==> config.mk <==
export PLATFORM = sky130hd
export DESIGN_NAME = module_med_frec
export DESIGN_NICKNAME = d
export VERILOG_FILES = /design/src/rtl/pkg_med_frec.sv /design/src/rtl/module_sinc_flanco.sv /design/src/rtl/module_med_frec.sv
export SDC_FILE = /design/constraint.sdc
export NUM_CORES = 1
export LEC_CHECK = 0
export BUFFER_PORTS_ARGS = -buffer_cell sky130_fd_sc_hd__buf_2
export CORE_MARGIN = 4
export CORE_UTILIZATION = 30
export CTS_BUF_LIST = sky130_fd_sc_hd__clkbuf_4 sky130_fd_sc_hd__clkbuf_8
export DETAILED_ROUTE_END_ITERATION = 6
export HOLD_SLACK_MARGIN = 0.08
export RECOVER_POWER = 100
export SETUP_SLACK_MARGIN = 0.4
export SLEW_MARGIN = 20
export SYNTH_ARGS = -nofsm -noshare
export SYNTH_HDL_FRONTEND = slang
export SYNTH_HIERARCHICAL = 1
export SYNTH_SLANG_ARGS = --single-unit
==> constraint.sdc <==
create_clock -name clk -period 2.6 [get_ports clk]
set_input_delay 0.52 -clock clk [delete_from_list [all_inputs] [get_ports clk]]
set_output_delay 0.52 -clock clk [all_outputs]
set_load 0.01 [all_outputs]
==> src/rtl/pkg_med_frec.sv <==
// Shared types for the frequency meter: FSM encoding and the default counter width.
package pkg_med_frec;

  localparam int WIDTH_DEF = 24;

  typedef enum logic [1:0] {
    ESPERA,
    MIDE,
    SIN_SENAL
  } estado_t;

  typedef logic [WIDTH_DEF-1:0] ciclos_t;

endpackage

==> src/rtl/module_sinc_flanco.sv <==
// Two-flop synchroniser for an asynchronous input followed by a registered
// any-edge detector; flanco pulses three clk cycles after d changes.
module module_sinc_flanco (
  input  logic clk,
  input  logic rst,
  input  logic d,
  output logic q,
  output logic flanco
);

  logic s1_q, s1_d;
  logic s2_q, s2_d;
  logic s3_q, s3_d;
  logic flanco_q, flanco_d;

  // Shift the input through the synchroniser and compare the last two synchronised samples
  always_comb begin
    s1_d     = d;
    s2_d     = s1_q;
    s3_d     = s2_q;
    flanco_d = s2_q ^ s3_q;
  end

  // Synchroniser, delayed copy and edge register
  always_ff @(posedge clk or posedge rst) begin
    if (rst) begin
      s1_q     <= 1'b0;
      s2_q     <= 1'b0;
      s3_q     <= 1'b0;
      flanco_q <= 1'b0;
    end else begin
      s1_q     <= s1_d;
      s2_q     <= s2_d;
      s3_q     <= s3_d;
      flanco_q <= flanco_d;
    end
  end

  assign q      = s2_q;
  assign flanco = flanco_q;

endmodule

==> src/rtl/module_med_frec.sv <==
// Frequency meter: counts clk cycles between consecutive edges of f_in,
// reports the half-period, flags a stable (locked) period and loss of signal.
module module_med_frec
  import pkg_med_frec::*;
#(
  parameter int               WIDTH      = WIDTH_DEF,
  parameter logic [WIDTH-1:0] MAX_CICLOS = {WIDTH{1'b1}},
  parameter logic [WIDTH-1:0] TOL        = '0
) (
  input  logic             clk,
  input  logic             rst,
  input  logic             f_in,
  output logic [WIDTH-1:0] nciclos_med,
  output logic             valid,
  output logic             locked,
  output logic             timeout
);

  localparam logic [WIDTH-1:0] UNO        = WIDTH'(1);
  localparam logic [WIDTH-1:0] CUENTA_MAX = MAX_CICLOS - UNO;

  estado_t          estado_q, estado_d;
  logic [WIDTH-1:0] cuenta_q, cuenta_d;
  logic [WIDTH-1:0] nciclos_q, nciclos_d;
  logic             valid_q, valid_d;
  logic             locked_q, locked_d;
  logic             timeout_q, timeout_d;
  logic             previo_q, previo_d;

  logic             flanco;
  logic             nivel_unused;
  logic             fin_cuenta;
  logic [WIDTH:0]   diferencia;
  logic             coincide;

  module_sinc_flanco u_sinc_flanco (
    .clk    (clk),
    .rst    (rst),
    .d      (f_in),
    .q      (nivel_unused),
    .flanco (flanco)
  );

  // Saturation point and the one-bit-wider absolute difference against the previous result
  always_comb begin
    fin_cuenta = (cuenta_q == CUENTA_MAX);
    if ({1'b0, cuenta_q} >= {1'b0, nciclos_q}) begin
      diferencia = {1'b0, cuenta_q} - {1'b0, nciclos_q};
    end else begin
      diferencia = {1'b0, nciclos_q} - {1'b0, cuenta_q};
    end
    coincide = (diferencia <= {1'b0, TOL});
  end

  // State register
  always_ff @(posedge clk or posedge rst) begin
    if (rst) begin
      estado_q <= ESPERA;
    end else begin
      estado_q <= estado_d;
    end
  end

  // Next state: an edge always wins over the timeout condition
  always_comb begin
    estado_d = estado_q;
    case (estado_q)
      ESPERA:    if (flanco) estado_d = MIDE;
      MIDE:      if (!flanco && fin_cuenta) estado_d = SIN_SENAL;
      SIN_SENAL: if (flanco) estado_d = MIDE;
      default:   estado_d = ESPERA;
    endcase
  end

  // Counter, result, lock and timeout updates; start edges never produce a result
  always_comb begin
    cuenta_d  = cuenta_q;
    nciclos_d = nciclos_q;
    valid_d   = 1'b0;
    locked_d  = locked_q;
    timeout_d = timeout_q;
    previo_d  = previo_q;
    case (estado_q)
      ESPERA: begin
        if (flanco) begin
          cuenta_d = UNO;
          previo_d = 1'b0;
        end
      end
      MIDE: begin
        if (flanco) begin
          nciclos_d = cuenta_q;
          valid_d   = 1'b1;
          cuenta_d  = UNO;
          locked_d  = previo_q && coincide;
          previo_d  = 1'b1;
        end else if (fin_cuenta) begin
          timeout_d = 1'b1;
          locked_d  = 1'b0;
        end else begin
          cuenta_d = cuenta_q + UNO;
        end
      end
      SIN_SENAL: begin
        if (flanco) begin
          timeout_d = 1'b0;
          cuenta_d  = UNO;
          previo_d  = 1'b0;
        end
      end
      default: begin
        cuenta_d = '0;
      end
    endcase
  end

  // Datapath registers
  always_ff @(posedge clk or posedge rst) begin
    if (rst) begin
      cuenta_q  <= '0;
      nciclos_q <= '0;
      valid_q   <= 1'b0;
      locked_q  <= 1'b0;
      timeout_q <= 1'b0;
      previo_q  <= 1'b0;
    end else begin
      cuenta_q  <= cuenta_d;
      nciclos_q <= nciclos_d;
      valid_q   <= valid_d;
      locked_q  <= locked_d;
      timeout_q <= timeout_d;
      previo_q  <= previo_d;
    end
  end

  assign nciclos_med = nciclos_q;
  assign valid       = valid_q;
  assign locked      = locked_q;
  assign timeout     = timeout_q;

endmodule

Yosys cells after proc, flatten, opt, wreduce, memory -nomap -nowiden
Cells that the tools add are included.

Flip-flop bits (word level): 58. Latch bits: 0. Memory bits (writable): 0. Memory bits (read-only): 0. Input port bits: 3. Output and inout bits: 27. Logic and storage cells: 59. Memories kept: 0.

$add $sub $neg: 3. Multiply operators: 0. Div/mod/pow operators: 0. $lt $le $gt $ge: 2. Equality and inequality tests: 10. Shift-type cells: 0. Mux-type cells: 18. Bitwise operators: 1. Reduce and logical (&&, ||, !) cells: 14.

Operators by type and width (number): 24-bit two-way mux (3); 24-bit by 24-bit subtractor with 25-bit output (2); 24-bit case mux with 2 select lines (1); 25-bit by 1-bit less-or-equal comparator with 1-bit output (second input constant) (1); 25-bit two-way mux (1); 24-bit by 1-bit adder with 24-bit output (second input constant) (1); 24-bit equality test (second input constant) (1); 24-bit >= comparator (1); 1-bit two-way mux (8); 2-bit AND reduction (4); 2-bit by 1-bit inequality test with 1-bit output (second input constant) (3); 2-bit inequality test (second input constant) (3); 2-bit nonzero test (3); 2-bit two-way mux (2); 1-bit case mux with 2 select lines (2); 2-bit case mux with 2 select lines (1); 4-bit AND reduction (1); 3-bit by 2-bit inequality test with 1-bit output (second input constant) (1); 3-bit AND reduction (1); 2-bit by 1-bit equality test with 1-bit output (second input constant) (1); 2-bit equality test (second input constant) (1); 1-bit logical AND (2); 2-bit zero test (1); 2-bit OR reduction (1); 2 further kinds (2).

Longest topological paths before layout
Gate-level depths: netlist of the first run.

Word-level depth: 5. Mapped depth: 13. Mapped depth without buffers: 11.

Modules after synthesis
The synthesis of the first run kept the hierarchy.

By module, submodules not included: module_med_frec (instances 1, cells an instance 649, area an instance 5124.9 um^2, sequential area each 1351.3 um^2); module_sinc_flanco (instances 1, cells an instance 6, area an instance 112.6 um^2, sequential area each 100.1 um^2).

Worst setup path after synthesis of the first run
OpenSTA, ideal clock, no wires.

Kind: register to register. Start: reg nciclos_q[7], in the netlist nciclos_med[7]. End: reg locked_q, in the netlist locked. Library setup time: 0.079 ns. Arrival time: 2.636 ns. Required time: 2.521 ns. Setup slack: -0.116 ns. Stages on the path, launching flop included: 13. Path buffers: 1. Clock period less this slack: 2.716 ns. Cell sequence: dfrtp_1 > inv_1 > ha_1 > buf_6 > and4_4 > nand2_4 > a31oi_4 > o31ai_4 > a21boi_1 > or3_1 > a2111o_1 > o41ai_2 > a2bb2oi_1.

Cells in the longest elaborated chain, start to end: 5. Elaborated cells between the ends (all ways): 7. Those cells by class: 2 x add/sub; 2 x order compare; 2 x mux; 1 x reduce/logical.

Ends and longest elaborated chain: start: declaration (line module_med_frec.sv:24) `logic [WIDTH-1:0] nciclos_q, nciclos_d;`; start signal: assignment (line module_med_frec.sv:128) `nciclos_q <= nciclos_d;`; 24-bit by 24-bit subtractor with 25-bit output (tied with other cells) (line module_med_frec.sv:50) `diferencia = {1'b0, nciclos_q} - {1'b0, cuenta_q};`; 25-bit two-way mux (*) (line module_med_frec.sv:47) `if ({1'b0, cuenta_q} >= {1'b0, nciclos_q}) begin`; 25-bit by 1-bit less-or-equal comparator with 1-bit output (*) (line module_med_frec.sv:52) `coincide = (diferencia <= {1'b0, TOL});`; 1-bit logical AND (*) (line module_med_frec.sv:95) `locked_d = previo_q && coincide;`; 1-bit two-way mux (*) (line module_med_frec.sv:91) `if (flanco) begin`; end signal: assignment (line module_med_frec.sv:130) `locked_q <= locked_d;`; end: declaration (line module_med_frec.sv:26) `logic locked_q, locked_d;`.

Every way passes the cells marked *; elsewhere a longest branch is shown, timed or not. A chain may end at the register's enable or synchronous reset.

Worst setup path after layout of the first run
Start: reg cuenta_q[7]. End: reg locked_q, in the netlist locked.

Cells in the longest elaborated chain, start to end: 5. Elaborated cells between the ends (all ways): 10. Those cells by class: 2 x add/sub; 2 x order compare; 1 x eq/ne; 2 x mux; 3 x reduce/logical.

Ends and longest elaborated chain: start: declaration (line module_med_frec.sv:23) `logic [WIDTH-1:0] cuenta_q, cuenta_d;`; start signal: assignment (line module_med_frec.sv:127) `cuenta_q <= cuenta_d;`; 24-bit by 24-bit subtractor with 25-bit output (tied with other cells) (line module_med_frec.sv:50); 25-bit two-way mux (line module_med_frec.sv:47); 25-bit by 1-bit less-or-equal comparator with 1-bit output (line module_med_frec.sv:52); 1-bit logical AND (line module_med_frec.sv:95); 1-bit two-way mux (line module_med_frec.sv:91).

Parallel ways exist; a longest one is shown, timed or not.

==> results.sh, run 1 <==
export IMPL_outcome="finished, violations left"
export IMPL_violations="setup timing"
export IMPL_crit_buf_inv=1
export IMPL_max_slew_margin_rel=0.242
export IMPL_holdWs_ns=0.267
export IMPL_cp_top_family="compound AO/OA/AOI/OAI gates"
export IMPL_synth_seq_cells=58
export IMPL_setup_viol=5
export IMPL_h_tree_depth=3
export IMPL_synth_compound_area_frac=0.243
export IMPL_hp_start="f_in"
export IMPL_drtPass1Iterations=5
export IMPL_place_ws_ns=-0.377
export IMPL_path_class="flop to flop"
export IMPL_required_ns=2.90
export IMPL_synth_xor_area_frac=0.0769
export IMPL_synth_fa_ha_area_frac=0.119
export IMPL_syn_inst=655
export IMPL_grt_pass1_wl_um=27300
export IMPL_clock_path_buffers=2
export IMPL_hp_class="input port to flop"
export IMPL_cts_tree="built"
export IMPL_critPathLaunch="cuenta_q[7]"
export IMPL_ys_warnings_count=6
export IMPL_crit_chain="ha_1, nand4_1, a211oi_2, buf_4, nor3_1, o21bai_1, xnor2_1, o2111ai_1, a211oi_1, o2111a_1, a2bb2oi_1"
export IMPL_worst_pin_slew_ns=1.14
export IMPL_synth_mux_area_frac=0.00979
export IMPL_clkTransAtPathRegs_ns=0.09
export IMPL_synth_seq_area_share=0.277
export IMPL_dieArea_um2=19600
export IMPL_final_cell_mix="buf_4, inv_1, nand2_1"
export IMPL_layout_area_overhead_vs_synth_pct=39.3
export IMPL_grt_overflow=0
export IMPL_antenna_found_initial=0
export IMPL_rsz0062_at_grt="true"
export IMPL_power_density_nw_per_um2=547
export IMPL_diodes=0
export IMPL_final_common_cell="buf_4"
export IMPL_synthDistinctLibCells=72
export IMPL_start_util=0.305
export IMPL_grt_pass1_vias=5316
export IMPL_die_height_um=140
export IMPL_synthTopCellsByArea="dfrtp_1, ha_1, o21ai_0"
export IMPL_hold_viol_final=0
export IMPL_fmax_ghz=0.350
export IMPL_viasPerCell=4.99
export IMPL_gp_congestion=0.932
export IMPL_drt_iter0_drc=296
export IMPL_yosysTopAreaCell="dfrtp_1"
export IMPL_cts_root_buf="clkbuf_8"
export IMPL_start_kind="flop"
export IMPL_synth_ff_type="dfrtp_1"
export IMPL_cpMaxStageDelayCell="dfrtp_1"
export IMPL_peakVddDrop_mv=0.578
export IMPL_layout_nets=884
export IMPL_io_buffers=29
export IMPL_synth_edff_count=0
export IMPL_wl_um=16800
export IMPL_synthSimpleGateAreaFrac=0.194
export IMPL_clock_latency_ns=0.37
export IMPL_synth_top_family_by_area="compound AO/OA/AOI/OAI gates"
export IMPL_drive_gt1_frac=0.310
export IMPL_cp_max_fo=5
export IMPL_dp_hpwl_um=13400
export IMPL_rr_startpoint="cuenta_q[7]"
export IMPL_arrival_ns=3.16
export IMPL_wire_per_inst_um=15.8
export IMPL_syn_avg_cell_area_um2=8.00
export IMPL_grt_total_usage=0.173
export IMPL_core_um2=17200
export IMPL_finalCriticalPeriod_ns=2.86
export IMPL_final_cells=1061
export IMPL_setup_ws_ns=-0.258
export IMPL_detail_route_antenna_nets=0
export IMPL_cts_made_buffers=9
export IMPL_syn_cell_area_um2=5240
export IMPL_rows=48
export IMPL_rrSetupSlack_ns=-0.26
export IMPL_async_flop_share=1.00
export IMPL_grt_max_degree=50
export IMPL_fin_skew_ns=0.0208
export IMPL_post_route_drc_count=0
export IMPL_cts_sinks=58
export IMPL_io_pins=30
export IMPL_numPlacedInstances=1037
export IMPL_cp_end_kind="flop"
export IMPL_critPathMaxStageDelay_ns=0.42
export IMPL_fillers=1779
export IMPL_leakage_nw=3.42
export IMPL_multi_input_area_um2=3700
export IMPL_die_w_um=140
export IMPL_synth_nets=708
export IMPL_cap_violations=0
export IMPL_register_area_um2=1450
export IMPL_vias=5299
export IMPL_slew_violations=0
export IMPL_fin_crit_sh=1.10
export IMPL_synth_top_area_share=0.277
## power by group
group	total, W	switching (W)	internal, W
Sequential	0.000953	0.0000217	0.000932
Combinational	0.00198	0.00105	0.000925
Clock	0.00106	0.000422	0.000636
Total	0.00399	0.00149	0.00249
## stage by stage
stage	area, um2	util	power (W)	setup TNS, ns
6_report	7300	0.425	0.00399	-0.388
5_1_grt	7300	0.425	0.00423	-2.65
4_1_cts	7350	0.428	0.00396	-0.192
3_5_place_dp	6760	0.393	0.00280	-0.377
3_3_place_gp	6760	0.393	0.00280	-0.426
2_1_floorplan	5290	-	0.00218	-0.0459
## per-layer routing
metal  wire [um]  global-route usage  vias up
met2        7910               0.282      104
met4         473              0.0704        0
li1            -                   -     2648
met3         522              0.0219       28
met5           0                   0        -
met1        7910               0.232     2519
## path summary, 6_finish.rpt
| check | end | cells past startpoint |
|---|---|---|
| setup / recovery | locked | 11 |
| hold / removal | u_sinc_flanco/s1_q | 1 |
| setup reg to reg | locked | 11 |
| hold reg to reg | u_sinc_flanco/q | 0 |
| max in group asynchronous | nciclos_med[18] | 4 |
| min in group asynchronous | u_sinc_flanco/q | 3 |
## flip-flops by register name, indices dropped and copies added (netlist names)
name,cells
estado_q,2
valid,1
u_sinc_flanco/flanco,1
u_sinc_flanco/s3_q,1
locked,1
u_sinc_flanco/s1_q,1
cuenta_q,24
nciclos_med,24
timeout,1
previo_q,1
u_sinc_flanco/q,1
## area by class of cell
class | instances | area share
clock buffer | 9 | 0.0170
inverter | 64 | 0.0329
sequential | 58 | 0.199
tap | 225 | 0.0386
timing repair buffer | 198 | 0.189
clock inverter | 7 | 0.0159
multi-input combinational | 500 | 0.508
## cells by family after synthesis
kind of cell	after synthesis
xor gates and xnor gates	46
muxes	5
AOI/OAI and AO/OA	187
DFF	58
buffers and inverters	97
adders and majority gates	50
and+or+nand+nor	212
## Yosys cell counts (5+ instances only)
cell type	number
nand2_1	66
inv_1	64
dfrtp_1	58
nor2_1	55
o21ai_0	55
a21oi_1	50
ha_1	50
xnor2_1	30
clkbuf_1	18
nor3_1	18
nand3_1	17
xor2_1	16
nand4_1	15
a21o_1	13
buf_2	7
and3_1	6
or3_1	6
buf_6	5
o21a_1	5
## repair_timing
item / CTS / global route
setup buffers: 6 / 1
endpoints found under the hold margin: 4 / 0
hold buffers: 1 / 0
gates resized for setup: 68 / 16
pin swaps: 34 / 1
endpoints found under the setup margin: 25 / 28
(Power assumes the default switching activity.)
==> run 2, diff against run 1 <==
--- a/config.mk
+++ b/config.mk
@@ -6,11 +6,14 @@
 export NUM_CORES = 1
 export LEC_CHECK = 0
 export BUFFER_PORTS_ARGS = -buffer_cell sky130_fd_sc_hd__buf_2
+export CELL_PAD_IN_SITES_DETAIL_PLACEMENT = 1
+export CELL_PAD_IN_SITES_GLOBAL_PLACEMENT = 1
 export CORE_MARGIN = 4
 export CORE_UTILIZATION = 30
 export CTS_BUF_LIST = sky130_fd_sc_hd__clkbuf_4 sky130_fd_sc_hd__clkbuf_8
 export DETAILED_ROUTE_END_ITERATION = 6
 export HOLD_SLACK_MARGIN = 0.08
+export PLACE_DENSITY_LB_ADDON = 0.1
 export RECOVER_POWER = 100
 export SETUP_SLACK_MARGIN = 0.4
 export SLEW_MARGIN = 20
==> run 2 against run 1 <==
The run still ends with setup timing left. Critical path depth decreased by 1. Flip-flop and latch count unchanged. Core utilization increased by 1.5 points.
==> results.sh, run 2 (same netlist as run 1, synthesis figures left out) <==
export IMPL_outcome="finished, violations left"
export IMPL_violations="setup timing"
export IMPL_detail_route_antenna_nets=0
export IMPL_drt_iter0_drc=262
export IMPL_cap_violations=0
export IMPL_cts_tree="built"
export IMPL_setup_viol=14
export IMPL_rows=48
export IMPL_required_ns=2.90
export IMPL_cts_sinks=58
export IMPL_rsz0062_at_grt="true"
export IMPL_hp_class="input port to flop"
export IMPL_arrival_ns=3.29
export IMPL_dp_hpwl_um=16100
export IMPL_die_height_um=140
export IMPL_antenna_found_initial=0
export IMPL_finalCriticalPeriod_ns=2.99
export IMPL_worst_pin_slew_ns=1.04
export IMPL_post_route_drc_count=0
export IMPL_wire_per_inst_um=18.2
export IMPL_dpl_cell_area_um2=6860
export IMPL_cp_max_fo=5
export IMPL_crit_chain="ha_4, a21o_4, a21oi_4, a31oi_4, a21o_1, a21oi_2, o221ai_1, a2111o_1, o41ai_2, a2bb2oi_1"
export IMPL_drtPass1Iterations=4
export IMPL_cts_root_buf="clkbuf_8"
export IMPL_globalRouteMet3Util=0.0331
export IMPL_max_slew_margin_rel=0.305
export IMPL_top_usage_layer="met2"
export IMPL_fin_crit_sh=1.15
export IMPL_clock_path_buffers=2
export IMPL_grt_max_degree=50
export IMPL_fmax_ghz=0.334
export IMPL_fin_skew_ns=0.0119
export IMPL_final_cells=1084
export IMPL_h_tree_depth=3
export IMPL_grt_pass1_vias=5863
export IMPL_grt_total_usage=0.202
export IMPL_p_total_w=0.00390
export IMPL_layout_nets=907
export IMPL_grt_overflow=0
export IMPL_clkTransAtPathRegs_ns=0.08
export IMPL_setup_ws_ns=-0.393
export IMPL_wl_um=19700
export IMPL_gp_congestion=0.932
export IMPL_die_w_um=140
export IMPL_critPathMaxStageDelay_ns=0.42
export IMPL_leakage_nw=3.54
export IMPL_peakVddDrop_mv=0.341
export IMPL_cts_made_buffers=9
export IMPL_use_met2=0.318
export IMPL_start_util=0.305
export IMPL_clock_latency_ns=0.37
export IMPL_power_density_nw_per_um2=516
export IMPL_cpMaxStageDelayCell="dfrtp_1"
export IMPL_holdWs_ns=0.257
export IMPL_final_cell_mix="buf_4, inv_1, nand2_1"
export IMPL_path_class="flop to flop"
export IMPL_core_um2=17200
export IMPL_dieArea_um2=19600
export IMPL_io_buffers=29
export IMPL_start_kind="flop"
export IMPL_hold_viol_final=0
export IMPL_layout_area_overhead_vs_synth_pct=44.3
export IMPL_grt_pass1_wl_um=31600
export IMPL_drive_gt1_frac=0.354
export IMPL_viasPerCell=5.02
export IMPL_cp_top_family="compound AO/OA/AOI/OAI gates"
export IMPL_design_area_um2=7560
export IMPL_slew_violations=0
export IMPL_vias=5441
export IMPL_cp_end_kind="flop"
export IMPL_met1_usage=0.289
export IMPL_tns_ns=-1.37
export IMPL_io_pins=30
export IMPL_numPlacedInstances=1051
export IMPL_diodes=0
export IMPL_final_common_cell="buf_4"
export IMPL_crit_buf_inv=0
[run 2: cell types whose count changed in the layout (fill, tap and decap cells not counted), moves of 4 or more]
cell / delta
ha_4: +5
buf_4: +17
buf_2: +4
ha_1: -8
[run 2: worst reg2reg max path: stages, from the launching register on]
cell and delay (ns):
dfrtp_1 0.42, ha_4 0.27, a21o_4 0.23, a21oi_4 0.30
a31oi_4 0.17, a21o_1 0.23, a21oi_2 0.19, o221ai_1 0.16
a2111o_1 0.42, o41ai_2 0.38, a2bb2oi_1 0.18
[run 2: power by group]
part | internal [W] | switching, W | total (W)
combinational | 0.00101 | 0.00114 | 0.00214
sequential | 0.000931 | 0.0000233 | 0.000955
clock | 0.000371 | 0.000432 | 0.000803
total | 0.00231 | 0.00159 | 0.00390
[run 2: area by class of cell]
cell class / count / area, um2
timing repair buffer: 221 / 1560
tap: 225 / 282
inverter: 64 / 240
sequential: 58 / 1450
clock buffer: 10 / 138
fill: 2133 / 9620
clock inverter: 6 / 41.3
multi-input combinational: 500 / 3850
[run 2: final timing paths]
path                                     from                  to  slack (ns)  depth (start not counted)
max                               cuenta_q[3]              locked       -0.39                         10
min                                      f_in  u_sinc_flanco/s1_q        0.26                          1
max reg2reg                       cuenta_q[3]              locked       -0.39                         10
min reg2reg                u_sinc_flanco/s1_q     u_sinc_flanco/q        0.36                          0
max in group asynchronous                 rst        cuenta_q[11]        0.35                          4
min in group asynchronous                 rst  u_sinc_flanco/s1_q        0.56                          3
[run 2: routing by layer]
| layer | up-vias | wire length (um) |
|---|---|---|
| li1 | 2686 | - |
| met1 | 2669 | 9860 |
| met3 | 25 | 528 |
| met4 | 0 | 365 |
| met2 | 61 | 8990 |
| met5 | - | 0 |
[run 2: repair_timing]
action / CTS / global route
pin swaps: 45 / 43
hold endpoints to repair: 4 / 0
hold buffers: 1 / 0
setup buffers: 8 / 8
gates resized for setup: 57 / 54
setup endpoints to repair: 26 / 28
[run 2: metrics by stage]
| stage | worst slack [ns] | utilization |
|---|---|---|
| floorplan | -0.0459 | - |
| global placement | -0.359 | 0.399 |
| detailed placement | -0.405 | 0.399 |
| CTS | -0.360 | 0.428 |
| global route | -0.497 | 0.440 |
| finish | -0.393 | 0.440 |
